===== config.mk =====
export PLATFORM = sky130hd
export DESIGN_NAME = opcode_executor
export DESIGN_NICKNAME = d
export VERILOG_FILES = /design/src/rtl/opcode_executor.sv
export SDC_FILE = /design/constraint.sdc
export NUM_CORES = 1
export LEC_CHECK = 0
export CAP_MARGIN = 20
export CORE_ASPECT_RATIO = 0.9
export CORE_UTILIZATION = 40
export CTS_CLUSTER_SIZE = 10
export DETAILED_ROUTE_END_ITERATION = 7
export PLACE_DENSITY_LB_ADDON = 0.25
export SKIP_CTS_REPAIR_TIMING = 1
export SYNTH_ARGS = -nofsm -noshare
export SYNTH_HDL_FRONTEND = slang
export SYNTH_SLANG_ARGS = --single-unit

===== constraint.sdc =====
create_clock -name CLK_In -period 3.25 [get_ports CLK_In]
set_input_delay 0.65 -clock CLK_In [delete_from_list [all_inputs] [get_ports CLK_In]]
set_output_delay 0.65 -clock CLK_In [all_outputs]
set_load 0.01 [all_outputs]

===== src/rtl/opcode_executor.sv =====
// Purpose : runs each newly presented 16-bit opcode once (echo, reg write, reg read, 4-bit ALU op)
//           against a 16x4 register file and drives the 7-seg display value and ALU flags.
// Latency : ECHO/READ/WRITE results land on the edge leaving DECODE; ALU results five edges after acceptance.
// Backpressure: Busy high outside IDLE; opcode changes while busy are dropped, only the value
//           present on return to IDLE is compared against the last accepted opcode.
// Ports   : CLK_In/RSTn_In clock and async active-low reset; Opcode command input; Busy executing;
//           Disp_Value {left,right} digits; Flag_C/Flag_Z flags of the last ALU op;
//           Seg_Out {left,right} active-low segments g..a, present only when SEG7_DECODE_EN is defined.
module opcode_executor #(
    parameter int DATA_W = 4,
    parameter int ADDR_W = 4
) (
    input  logic        CLK_In,
    input  logic        RSTn_In,
    input  logic [15:0] Opcode,
    output logic        Busy,
    output logic [7:0]  Disp_Value,
    output logic        Flag_C,
`ifdef SEG7_DECODE_EN
    output logic        Flag_Z,
    output logic [13:0] Seg_Out
`else
    output logic        Flag_Z
`endif
);

    typedef enum logic [2:0] {
        S_IDLE, S_DECODE, S_RD_A, S_RD_B, S_EXEC, S_WB, S_DONE
    } state_t;

    state_t              state_q;
    logic [15:0]         op_q;
    logic [15:0]         last_q;
    logic [DATA_W-1:0]   regs_q [2**ADDR_W];
    logic [DATA_W-1:0]   a_q, b_q, res_q;
    logic                c_q;
    logic                busy_q;
    logic [7:0]          disp_q;
    logic                flag_c_q, flag_z_q;

    // Field views of the latched opcode
    logic [3:0]          alu_op;
    logic [ADDR_W-1:0]   src_a, src_b, dst;
    logic                is_nop;
    assign alu_op = op_q[15:12];
    assign src_a  = op_q[11:8];
    assign src_b  = op_q[7:4];
    assign dst    = op_q[3:0];
    assign is_nop = (alu_op >= 4'd10);

    // ALU on the operands captured in RD_A/RD_B
    logic [DATA_W-1:0]   alu_res_d;
    logic                alu_c_d;
    logic [DATA_W:0]     sum_w, diff_w;
    assign sum_w  = {1'b0, a_q} + {1'b0, b_q};
    assign diff_w = {1'b0, a_q} - {1'b0, b_q};

    always_comb begin
        alu_res_d = '0;
        alu_c_d   = 1'b0;
        case (alu_op)
            4'd1: begin alu_res_d = sum_w[DATA_W-1:0];  alu_c_d = sum_w[DATA_W];  end
            4'd2: begin alu_res_d = diff_w[DATA_W-1:0]; alu_c_d = diff_w[DATA_W]; end
            4'd3: alu_res_d = a_q & b_q;
            4'd4: alu_res_d = a_q | b_q;
            4'd5: alu_res_d = a_q ^ b_q;
            4'd6: alu_res_d = ~a_q;
            4'd7: begin alu_res_d = {a_q[DATA_W-2:0], 1'b0}; alu_c_d = a_q[DATA_W-1]; end
            4'd8: begin alu_res_d = {1'b0, a_q[DATA_W-1:1]}; alu_c_d = a_q[0];        end
            4'd9: alu_res_d = a_q;
            default: ;
        endcase
    end

    always_ff @(posedge CLK_In or negedge RSTn_In) begin
        if (!RSTn_In) begin
            state_q  <= S_IDLE;
            op_q     <= '0;
            last_q   <= 16'hFFFF;   // guarantees the first opcode after reset is seen as new
            a_q      <= '0;
            b_q      <= '0;
            res_q    <= '0;
            c_q      <= 1'b0;
            busy_q   <= 1'b0;
            disp_q   <= '0;
            flag_c_q <= 1'b0;
            flag_z_q <= 1'b0;
            for (int i = 0; i < 2**ADDR_W; i++) regs_q[i] <= '0;
        end else begin
            case (state_q)
                S_IDLE: begin
                    if (Opcode != last_q) begin
                        op_q    <= Opcode;
                        last_q  <= Opcode;
                        busy_q  <= 1'b1;
                        state_q <= S_DECODE;
                    end
                end
                S_DECODE: begin
                    if (alu_op != 4'd0) begin
                        state_q <= S_RD_A;
                    end else begin
                        state_q <= S_DONE;
                        if (op_q[0]) begin
                            regs_q[op_q[4:1]] <= op_q[11:8];
                            disp_q            <= {op_q[4:1], op_q[11:8]};
                        end else if (op_q[7:5] == 3'b001) begin
                            disp_q <= {4'h0, op_q[11:8]};
                        end else begin
                            disp_q <= {op_q[11:8], regs_q[op_q[11:8]]};
                        end
                    end
                end
                S_RD_A: begin
                    a_q     <= regs_q[src_a];
                    state_q <= S_RD_B;
                end
                S_RD_B: begin
                    b_q     <= regs_q[src_b];
                    state_q <= S_EXEC;
                end
                S_EXEC: begin
                    res_q   <= alu_res_d;
                    c_q     <= alu_c_d;
                    state_q <= S_WB;
                end
                S_WB: begin
                    // NOP codes still walk the full ALU path but leave state untouched
                    if (!is_nop) begin
                        regs_q[dst] <= res_q;
                        disp_q      <= {dst, res_q};
                        flag_c_q    <= c_q;
                        flag_z_q    <= (res_q == '0);
                    end
                    state_q <= S_DONE;
                end
                S_DONE: begin
                    busy_q  <= 1'b0;
                    state_q <= S_IDLE;
                end
                default: state_q <= S_IDLE;
            endcase
        end
    end

    assign Busy       = busy_q;
    assign Disp_Value = disp_q;
    assign Flag_C     = flag_c_q;
    assign Flag_Z     = flag_z_q;

`ifdef SEG7_DECODE_EN
    // Active-high g..a pattern for one hex digit
    function automatic logic [6:0] seg7(input logic [3:0] d);
        case (d)
            4'h0: seg7 = 7'h3F;  4'h1: seg7 = 7'h06;  4'h2: seg7 = 7'h5B;  4'h3: seg7 = 7'h4F;
            4'h4: seg7 = 7'h66;  4'h5: seg7 = 7'h6D;  4'h6: seg7 = 7'h7D;  4'h7: seg7 = 7'h07;
            4'h8: seg7 = 7'h7F;  4'h9: seg7 = 7'h6F;  4'hA: seg7 = 7'h77;  4'hB: seg7 = 7'h7C;
            4'hC: seg7 = 7'h39;  4'hD: seg7 = 7'h5E;  4'hE: seg7 = 7'h79;  default: seg7 = 7'h71;
        endcase
    endfunction

    logic [13:0] seg_q;
    always_ff @(posedge CLK_In or negedge RSTn_In) begin
        if (!RSTn_In) seg_q <= 14'h3FFF;
        else          seg_q <= ~{seg7(disp_q[7:4]), seg7(disp_q[3:0])};
    end
    assign Seg_Out = seg_q;
`endif

endmodule


* Yosys cells after proc, flatten, opt, wreduce, memory -nomap -nowiden
Index checks and enable logic that the tools add are counted.
** Word-level totals
- Register bits :: 123
- Bits of input ports :: 18
- Output and inout bits :: 11
- Logic and storage cells :: 106
** Operators by class
- Add/subtract/negate cells :: 2
- Magnitude comparators :: 7
- Equal/unequal tests :: 21
- Muxes and demuxes :: 28
- Bitwise operators :: 9
- Reduce and logical (&&, ||, !) cells :: 12
** Operators with widths (number)
- $mux W64 :: 3
- $bwmux W64 :: 2
- $pmux W64 S2 :: 1
- $pmux W4 S9 :: 1
- $bmux W4 S4 :: 2
- $demux W4 S4 :: 2
- $mux W8 :: 4
- $mux W4 :: 6
- $ge A5 B5 Y1 const B :: 4
- $not A4 Y5 :: 4
- $pmux W3 S6 :: 1
- $eq A4 B3 Y1 const B :: 4
- $ne A16 B16 Y1 :: 1
- $pmux W8 S2 :: 1
- $lt A5 B1 Y1 const B :: 2
- $eq A3 B3 Y1 const B :: 3
- $eq A4 B2 Y1 const B :: 2
- $eq A4 B4 Y1 const B :: 2
- $ne A2 B2 Y1 const B :: 4
- $eq A3 B1 Y1 const B :: 2
- $eq A3 B2 Y1 const B :: 2
- $mux W3 :: 2
- $reduce_and A2 Y1 :: 3
- $add A4 B4 Y5 :: 1
- other kinds (18) :: 20

* Logic depth before layout (Yosys ltp)
Gate-level depths: netlist of the first run.
- Depth in word-level cells :: 9
- Depth in mapped cells :: 9
- Depth with buffers taken out :: 8

* Worst setup path after synthesis of the first run
OpenSTA, ideal clock, no wires.
- Path kind :: in2reg
- From :: input Opcode[10]
- To :: register op_q[11]
- Library setup time :: 125 ps
- Arrival time :: 2066 ps
- Required time :: 3125 ps
- Slack :: 1059 ps
- Stages on the path :: 7
- Buffers on the path :: 2
- Cell sequence :: xnor2_1 > nand4_1 > nor4_1 > or4_1 > clkbuf_1 > buf_2 > mux2_2
** On the way
- Longest elaborated chain between the ends :: 2
** RTL lines
- start: declaration :: RTL line 15 : input logic [15:0] Opcode,
- $ne A16 B16 Y1 :: RTL line 92 : if (Opcode != last_q) begin
- $reduce_and A2 Y1 (no line)
- end signal: assignment :: RTL line 93 : op_q <= Opcode;
- end: declaration :: RTL line 32 : logic [15:0] op_q;
Every way passes these cells.
A chain may end at the register's enable or synchronous reset.

* Final worst setup path of the first run
- From :: register op_q[12]
- To :: register regs_q[43] (netlist name)
** On the way
- Longest elaborated chain between the ends :: 3
- Elaborated cells on any way between the ends :: 5
- Classes of those cells :: order compare (1); eq/ne (2); reduce/logical (2)
** RTL lines
- $ge A4 B4 Y1 or $reduce_bool A4 Y1 (tied branches) :: RTL line 49, 100
- $ne A2 B2 Y1 (no line)
- $reduce_and A4 Y1 (no line) (*)
- end signal: indexed assignment :: RTL line 105 : regs_q[op_q[4:1]] <= op_q[11:8];
- end signal: indexed assignment :: RTL line 130 : regs_q[dst] <= res_q;
- end: declaration :: RTL line 34 : logic [DATA_W-1:0] regs_q [2**ADDR_W];
Every way passes the cells marked *; elsewhere a longest branch is shown, timed or not.

==> run_results.csv, run 1 <==
group,metric,value,unit
logic_synthesis,ys_seq_area_share,38.8,%
detailed_routing,drtIter0Drc,622,
logic_synthesis,yosysWarnings,0,
logic_synthesis,synthTopCellsByArea,"dfrtp_1 (34%), mux2_2 (9.5%), mux4_2 (8.5%)",
critical_path,worstPathMaxFanout,17,
critical_path,reg2reg_depth,5,
placed_design,placed_area,0.00860,mm^2
logic_synthesis,async_flop_share,100,%
critical_path,start_kind,"flip-flop",
detailed_routing,drc,0,
cells_and_area,diodes,0,
timing,setup_viol,0,
cells_and_area,nFillCells,1750,
critical_path,cp-endpoint,"regs_q[43]$_DFFE_PN0P_",
timing,worst_slew_pin_slew,0.869,ns
critical_path,critical_path_class,"reg -> reg",
timing,fin_crit_sh,80.3,%
clock_network,cts_root_buf,"clkbuf_16",
min_path,hold_class,"in -> async",
detailed_routing,wire_per_inst,21.6,um
grt,overflow,0,
floorplanning,dieArea,0.0205,mm^2
clock_network,cts_max_level,4,
critical_path,r2r_setup_slack,0.64,ns
flow_run,drv_cap,0,
floorplanning,io_pins,29,
cells_and_area,drive_gt1_share,30.8,%
logic_synthesis,synthesis.nets,751,
timing,rsz0062_at_grt,"no",
timing,drv_slew,0,
clock_network,cts_tree,"built",
logic_synthesis,synth_edf_count,0,
cells_and_area,nets,778,
logic_synthesis,yosysMostFrequentCell,"dfrtp_1",
cells_and_area,design_area,0.00923,mm^2
floorplanning,core-area,0.0193,mm^2
critical_path,cp-end-kind,"flip-flop",
timing,period_needed,2.61,ns
clock_network,clock_latency,0.43,ns
placed_design,gp_congestion,0.907,
power,leakagePower,3.73,nW
critical_path,required,3.56,ns
logic_synthesis,avgSynthCellArea,11.1,um^2
timing,relSlewSlack,42.1,%
power,p_total,0.00829,W
critical_path,r2r-end,"regs_q[43]$_DFFE_PN0P_",
logic_synthesis,ys_seq_elements,123,
detailed_routing,firstDrtPassIters,5,
logic_synthesis,synthFlopType,"dfrtp_1",
timing,hold_viol,0,
detailed_routing,routed_wl,21.8,mm
floorplanning,die_x,151,um
grt,grt_max_degree,62,
logic_synthesis,synth_commonest_cells,"dfrtp_1 (107), mux2_2 (67), nand2_1 (57)",
critical_path,crit_arrival,2.92,ns
placed_design,dp.cells,977,
grt,grt_pass1_wl,35.1,mm
clock_network,clkTransAtPathRegs,0.06,ns
placed_design,hpwl,15.6,mm
critical_path,cp-startpoint,"op_q[12]$_DFFE_PN0P_",
floorplanning,die_h,136,um
detailed_routing,ant_nets,0,
logic_synthesis,netlist.area_leader.share,33.6,%
logic_synthesis,syn-cell-area,0.00798,mm^2
timing,fmax,383,MHz
floorplanning,initial_core_util,41.2,%
detailed_routing,vias,6183,
logic_synthesis,synth.distinct_cells,65,
critical_path,timing.rr.start,"op_q[12]$_DFFE_PN0P_",
outcome,outcome,"completed",
power,powerDensity,898,mW/mm^2
timing,finClkSkew,0.00856,ns
detailed_routing,viasPerCell,6.13,
clock_network,cts_made_buffers,17,
grt,grt_pass1_vias,6239,
logic_synthesis,synthCells,719,
timing,tns,0,ns
logic_synthesis,synth_top_cell_by_area,"dfrtp_1",
cells_and_area,final_cells,1009,
power,peakVddDrop,0.000440,V
clock_network,cts_buffer_depth,2,
cells_and_area,synthToLayoutAreaGrowth,15.7,%
placed_design,io_buffer_count,28,
grt,antenna_found_initial,0,
grt,grt_usage,23.0,%
clock_network,clock_sinks,123,
floorplanning,fp-row-count,48,
-- critical path: stages, from the launching register on --
cell and delay, ns:
dfrtp_1 0.57, nor4_2 0.45, a32oi_2 0.17, o21bai_4 0.38
a21oi_1 0.51, mux2_2 0.40
-- cell usage in the layout (no fill, tap or decap), types with 5 or more instances in the layout --
master / synthesis / layout
o21ai_0: 33 / 33
inv_1: 17 / 17
nand2_1: 57 / 57
o31ai_1: 5 / 5
nor2_4: 6 / 6
dfrtp_1: 107 / 107
nand3_1: 35 / 35
xnor2_1: 17 / 17
mux4_2: 30 / 30
o22ai_1: 52 / 52
a21oi_1: 23 / 23
nand4b_1: 8 / 8
nand2b_1: 6 / 6
clkbuf_16: 0 / 20
nand3b_1: 5 / 5
buf_4: 1 / 34
nor2b_1: 17 / 17
nor2_1: 23 / 23
clkdlybuf4s50_1: 0 / 27
ha_1: 12 / 12
dfstp_2: 16 / 16
mux2_2: 67 / 67
mux2_4: 36 / 36
mux2i_1: 15 / 15
-- area by class of cell --
| cell class | instances | area [um^2] | area share, % |
|---|---|---|---|
| Multi-Input combinational cell | 524 | 4560 | 49.5 |
| Tap cell | 250 | 313 | 3.39 |
| Timing Repair Buffer | 63 | 566 | 6.13 |
| Clock inverter | 9 | 98.8 | 1.07 |
| Inverter | 17 | 63.8 | 0.692 |
| Clock buffer | 23 | 522 | 5.66 |
| Sequential cell | 123 | 3100 | 33.6 |
-- per-layer routing --
layer / track usage [%] / share of wire [%] / vias to the layer above / wire, um
li1: - / - / 2757 / -
met1: 32.0 / 45 / 3094 / 9900
met2: 33.8 / 44 / 282 / 9520
met3: 5.57 / 8.1 / 50 / 1770
met4: 10.1 / 2.8 / 0 / 619
met5: 0 / 0 / - / 0
-- through the flow --
stage          worst slack [ns]  hold slack, ns  utilization, %
5_1_grt                   0.540           0.181            47.7
2_1_floorplan              1.06           0.354               -
4_1_cts                   0.640           0.159            47.7
3_3_place_gp              0.544           0.463            44.5
3_5_place_dp              0.444           0.473            44.5
6_report                  0.642           0.156            47.7
-- cells by family (layout without fill, tap and decap cells) --
| kind of cell | count (synthesis) | in the layout | share of synthesized area, % |
|---|---|---|---|
| XOR/XNOR | 19 | 19 | 2.09 |
| adder cells (fa/ha/maj) | 14 | 14 | 2.38 |
| AND/OR/NAND/NOR | 188 | 188 | 13.1 |
| multiplexers | 148 | 148 | 26.6 |
| buffers and inverters | 72 | 112 | 3.94 |
| flip-flops | 123 | 123 | 38.8 |
| AO/OA/AOI/OAI | 155 | 155 | 13.1 |
-- worst min-delay path by stage --
stage                              start                        end  slack [ns]
2_1_floorplan                    RSTn_In           Busy$_DFFE_PN0P_        0.35
3_3_place_gp   Disp_Value[2]$_DFFE_PN0P_  Disp_Value[2]$_DFFE_PN0P_        0.46
3_5_place_dp          Flag_Z$_DFFE_PN0P_         Flag_Z$_DFFE_PN0P_        0.47
4_1_cts                          RSTn_In     regs_q[58]$_DFFE_PN0P_        0.16
5_1_grt                          RSTn_In     regs_q[58]$_DFFE_PN0P_        0.18
6_report                         RSTn_In     regs_q[58]$_DFFE_PN0P_        0.16
-- sequential cells by signal (all words and copies together) (netlist names) --
name and cells:
a_q 4, last_q 16, regs_q 64, res_q 4
op_q 16, state_q 3, Disp_Value 8, c_q 1
Flag_C 1, Flag_Z 1, b_q 4, Busy 1
-- where the power goes --
group          leakage [nW]  switching, W  total, W  internal (W)
logic                  1.83       0.00203   0.00369       0.00165
registers              1.59      0.000629   0.00265       0.00202
clock network         0.300      0.000733   0.00195       0.00122
Note: power is estimated with default switching activity, not from simulation.
==> run 2, diff against run 1 <==
==> constraint.sdc (replaced) <==
create_clock -name CLK_In -period 2.5 [get_ports CLK_In]
set_input_delay 0.5 -clock CLK_In [delete_from_list [all_inputs] [get_ports CLK_In]]
set_output_delay 0.5 -clock CLK_In [all_outputs]
set_load 0.01 [all_outputs]
==> run_results.csv, run 2 (synthesis results as in run 1) <==
group,metric,value,unit
clock_network,cts_root_buf,"clkbuf_16",
grt,overflow,0,
cells_and_area,largest_reg_flops,64,
critical_path,worstPathMaxFanout,12,
floorplanning,initial_core_util,41.2,%
grt,grt_usage,23.5,%
detailed_routing,wire_per_inst,21.8,um
cells_and_area,nets,796,
grt,antenna_found_initial,0,
cells_and_area,final_cells,1027,
flow_run,drv_cap,0,
cells_and_area,top_regs,"regs_q x64, last_q x16, op_q x16",
power,p_total,0.0111,W
critical_path,critical_path_class,"reg -> reg",
detailed_routing,vias,6273,
clock_network,cts_tree,"built",
placed_design,gp_congestion,0.951,
cells_and_area,diodes,0,
floorplanning,die_x,151,um
floorplanning,die_h,136,um
detailed_routing,ant_nets,0,
critical_path,r2r_setup_slack,0.14,ns
timing,hold_ws,0.0224,ns
timing,rsz0062_at_grt,"no",
cells_and_area,drive_gt1_share,32.7,%
detailed_routing,drc,0,
timing,drv_slew,0,
critical_path,r2r-end,"regs_q[32]$_DFFE_PN0P_",
min_path,hold_class,"in -> async",
critical_path,cp.buffers_inverters,0,
outcome,outcome,"completed",
timing,setup_viol,0,
timing,fin_crit_sh,94.4,%
critical_path,reg2reg_depth,5,
timing,finClkSkew,0.0238,ns
timing,relSlewSlack,52.6,%
clock_network,cts_made_buffers,17,
grt,grt_pass1_wl,35.9,mm
grt,grt_max_degree,55,
critical_path,cpLargestDelayFamily,"simple AND/OR/NAND/NOR gates",
floorplanning,dieArea,0.0205,mm^2
cells_and_area,layout_common_cells,"dfrtp_1 (107), mux2_2 (67), nand2_1 (57)",
placed_design,hpwl,16.3,mm
critical_path,cp-end-kind,"flip-flop",
critical_path,slowest_delay,0.52,ns
timing,period_needed,2.36,ns
timing,worst_slew_pin_slew,0.708,ns
cells_and_area,nFillCells,1729,
placed_design,dp.cells,995,
cells_and_area,synthToLayoutAreaGrowth,18.5,%
detailed_routing,routed_wl,22.4,mm
clock_network,clock_latency,0.43,ns
critical_path,cp.depth,5,
detailed_routing,firstDrtPassIters,4,
timing,tns,0,ns
clock_network,cts_buffer_depth,2,
timing,hold_viol,0,
detailed_routing,drtIter0Drc,578,
detailed_routing,viasPerCell,6.11,
floorplanning,core-area,0.0193,mm^2
clock_network,cts_max_level,4,
critical_path,crit_slowest_cell,"dfrtp_1",
clock_network,clkTransAtPathRegs,0.06,ns
clock_network,clock_sinks,123,
placed_design,io_buffer_count,28,
floorplanning,io_pins,29,
critical_path,required,2.79,ns
power,leakagePower,3.85,nW
cells_and_area,final_common_cell,"dfrtp_1",
critical_path,cp-startpoint,"state_q[2]$_DFFE_PN0P_",
critical_path,worstPathCellList,"nor2_1 > a32oi_2 > o21bai_4 > nor3b_2 > mux2_2",
floorplanning,fp-row-count,48,
timing,fmax,424,MHz
grt,grt_pass1_vias,6283,
power,peakVddDrop,0.000619,V
critical_path,crit_arrival,2.65,ns
power,powerDensity,1180,mW/mm^2
critical_path,start_kind,"flip-flop",
cells_and_area,regMostFlops,"regs_q",
critical_path,cp-endpoint,"regs_q[32]$_DFFE_PN0P_",
critical_path,timing.rr.start,"state_q[2]$_DFFE_PN0P_",
==> run 2: worst min-delay path by stage <==
| stage | startpoint | end | slack, ns | cells past startpoint |
|---|---|---|---|---|
| after floorplan | RSTn_In | Busy$_DFFE_PN0P_ | 0.20 | 0 |
| after global placement | c_q$_DFFE_PN0P_ | c_q$_DFFE_PN0P_ | 0.46 | 2 |
| after detailed placement | RSTn_In | regs_q[56]$_DFFE_PN0P_ | 0.48 | 1 |
| after CTS | RSTn_In | regs_q[56]$_DFFE_PN0P_ | 0.03 | 1 |
| after global routing | RSTn_In | regs_q[56]$_DFFE_PN0P_ | 0.05 | 1 |
| final | RSTn_In | regs_q[56]$_DFFE_PN0P_ | 0.02 | 1 |
==> run 2: power by group <==
| group | switching (W) | leakage (nW) | internal (W) | total (W) |
|---|---|---|---|---|
| Clock | 0.000941 | 0.305 | 0.00170 | 0.00264 |
| Sequential | 0.000632 | 1.59 | 0.00263 | 0.00326 |
| Combinational | 0.00289 | 1.95 | 0.00232 | 0.00521 |
| Total | 0.00446 | 3.85 | 0.00665 | 0.0111 |
==> run 2: layer usage <==
metal  track usage [%]  routed length (um)
met2              33.5                9740
met4              9.06                 512
met3              5.64                1940
met5                 0                   0
met1              34.1               10200
==> run 2: per-stage QoR <==
stage / area, um^2 / worst slack, ns / util [%]
floorplan: 7980 / 0.445 / -
global placement: 8810 / -0.0402 / 45.6
detailed placement: 8810 / -0.0655 / 45.6
CTS: 9450 / 0.164 / 48.8
global route: 9450 / 0.0198 / 48.9
finish: 9450 / 0.141 / 48.9
==> run 2: layout make-up <==
class | instances | area, um^2 | area share (%)
inverter | 17 | 63.8 | 0.675
multi-input combinational | 524 | 4570 | 48.3
sequential | 123 | 3100 | 32.8
clock buffer | 19 | 443 | 4.69
timing repair buffer | 81 | 776 | 8.21
clock inverter | 13 | 189 | 2.00
tap | 250 | 313 | 3.31
==> run 3, diff against run 2 <==
--- a/config.mk
+++ b/config.mk
@@ -8,7 +8,6 @@
 export CAP_MARGIN = 20
 export CORE_ASPECT_RATIO = 0.9
 export CORE_UTILIZATION = 40
-export CTS_CLUSTER_SIZE = 10
 export DETAILED_ROUTE_END_ITERATION = 7
 export PLACE_DENSITY_LB_ADDON = 0.25
 export SKIP_CTS_REPAIR_TIMING = 1
==> results of run 3 <==
The final DEF is identical to that of run 2; final timing and power are the same.
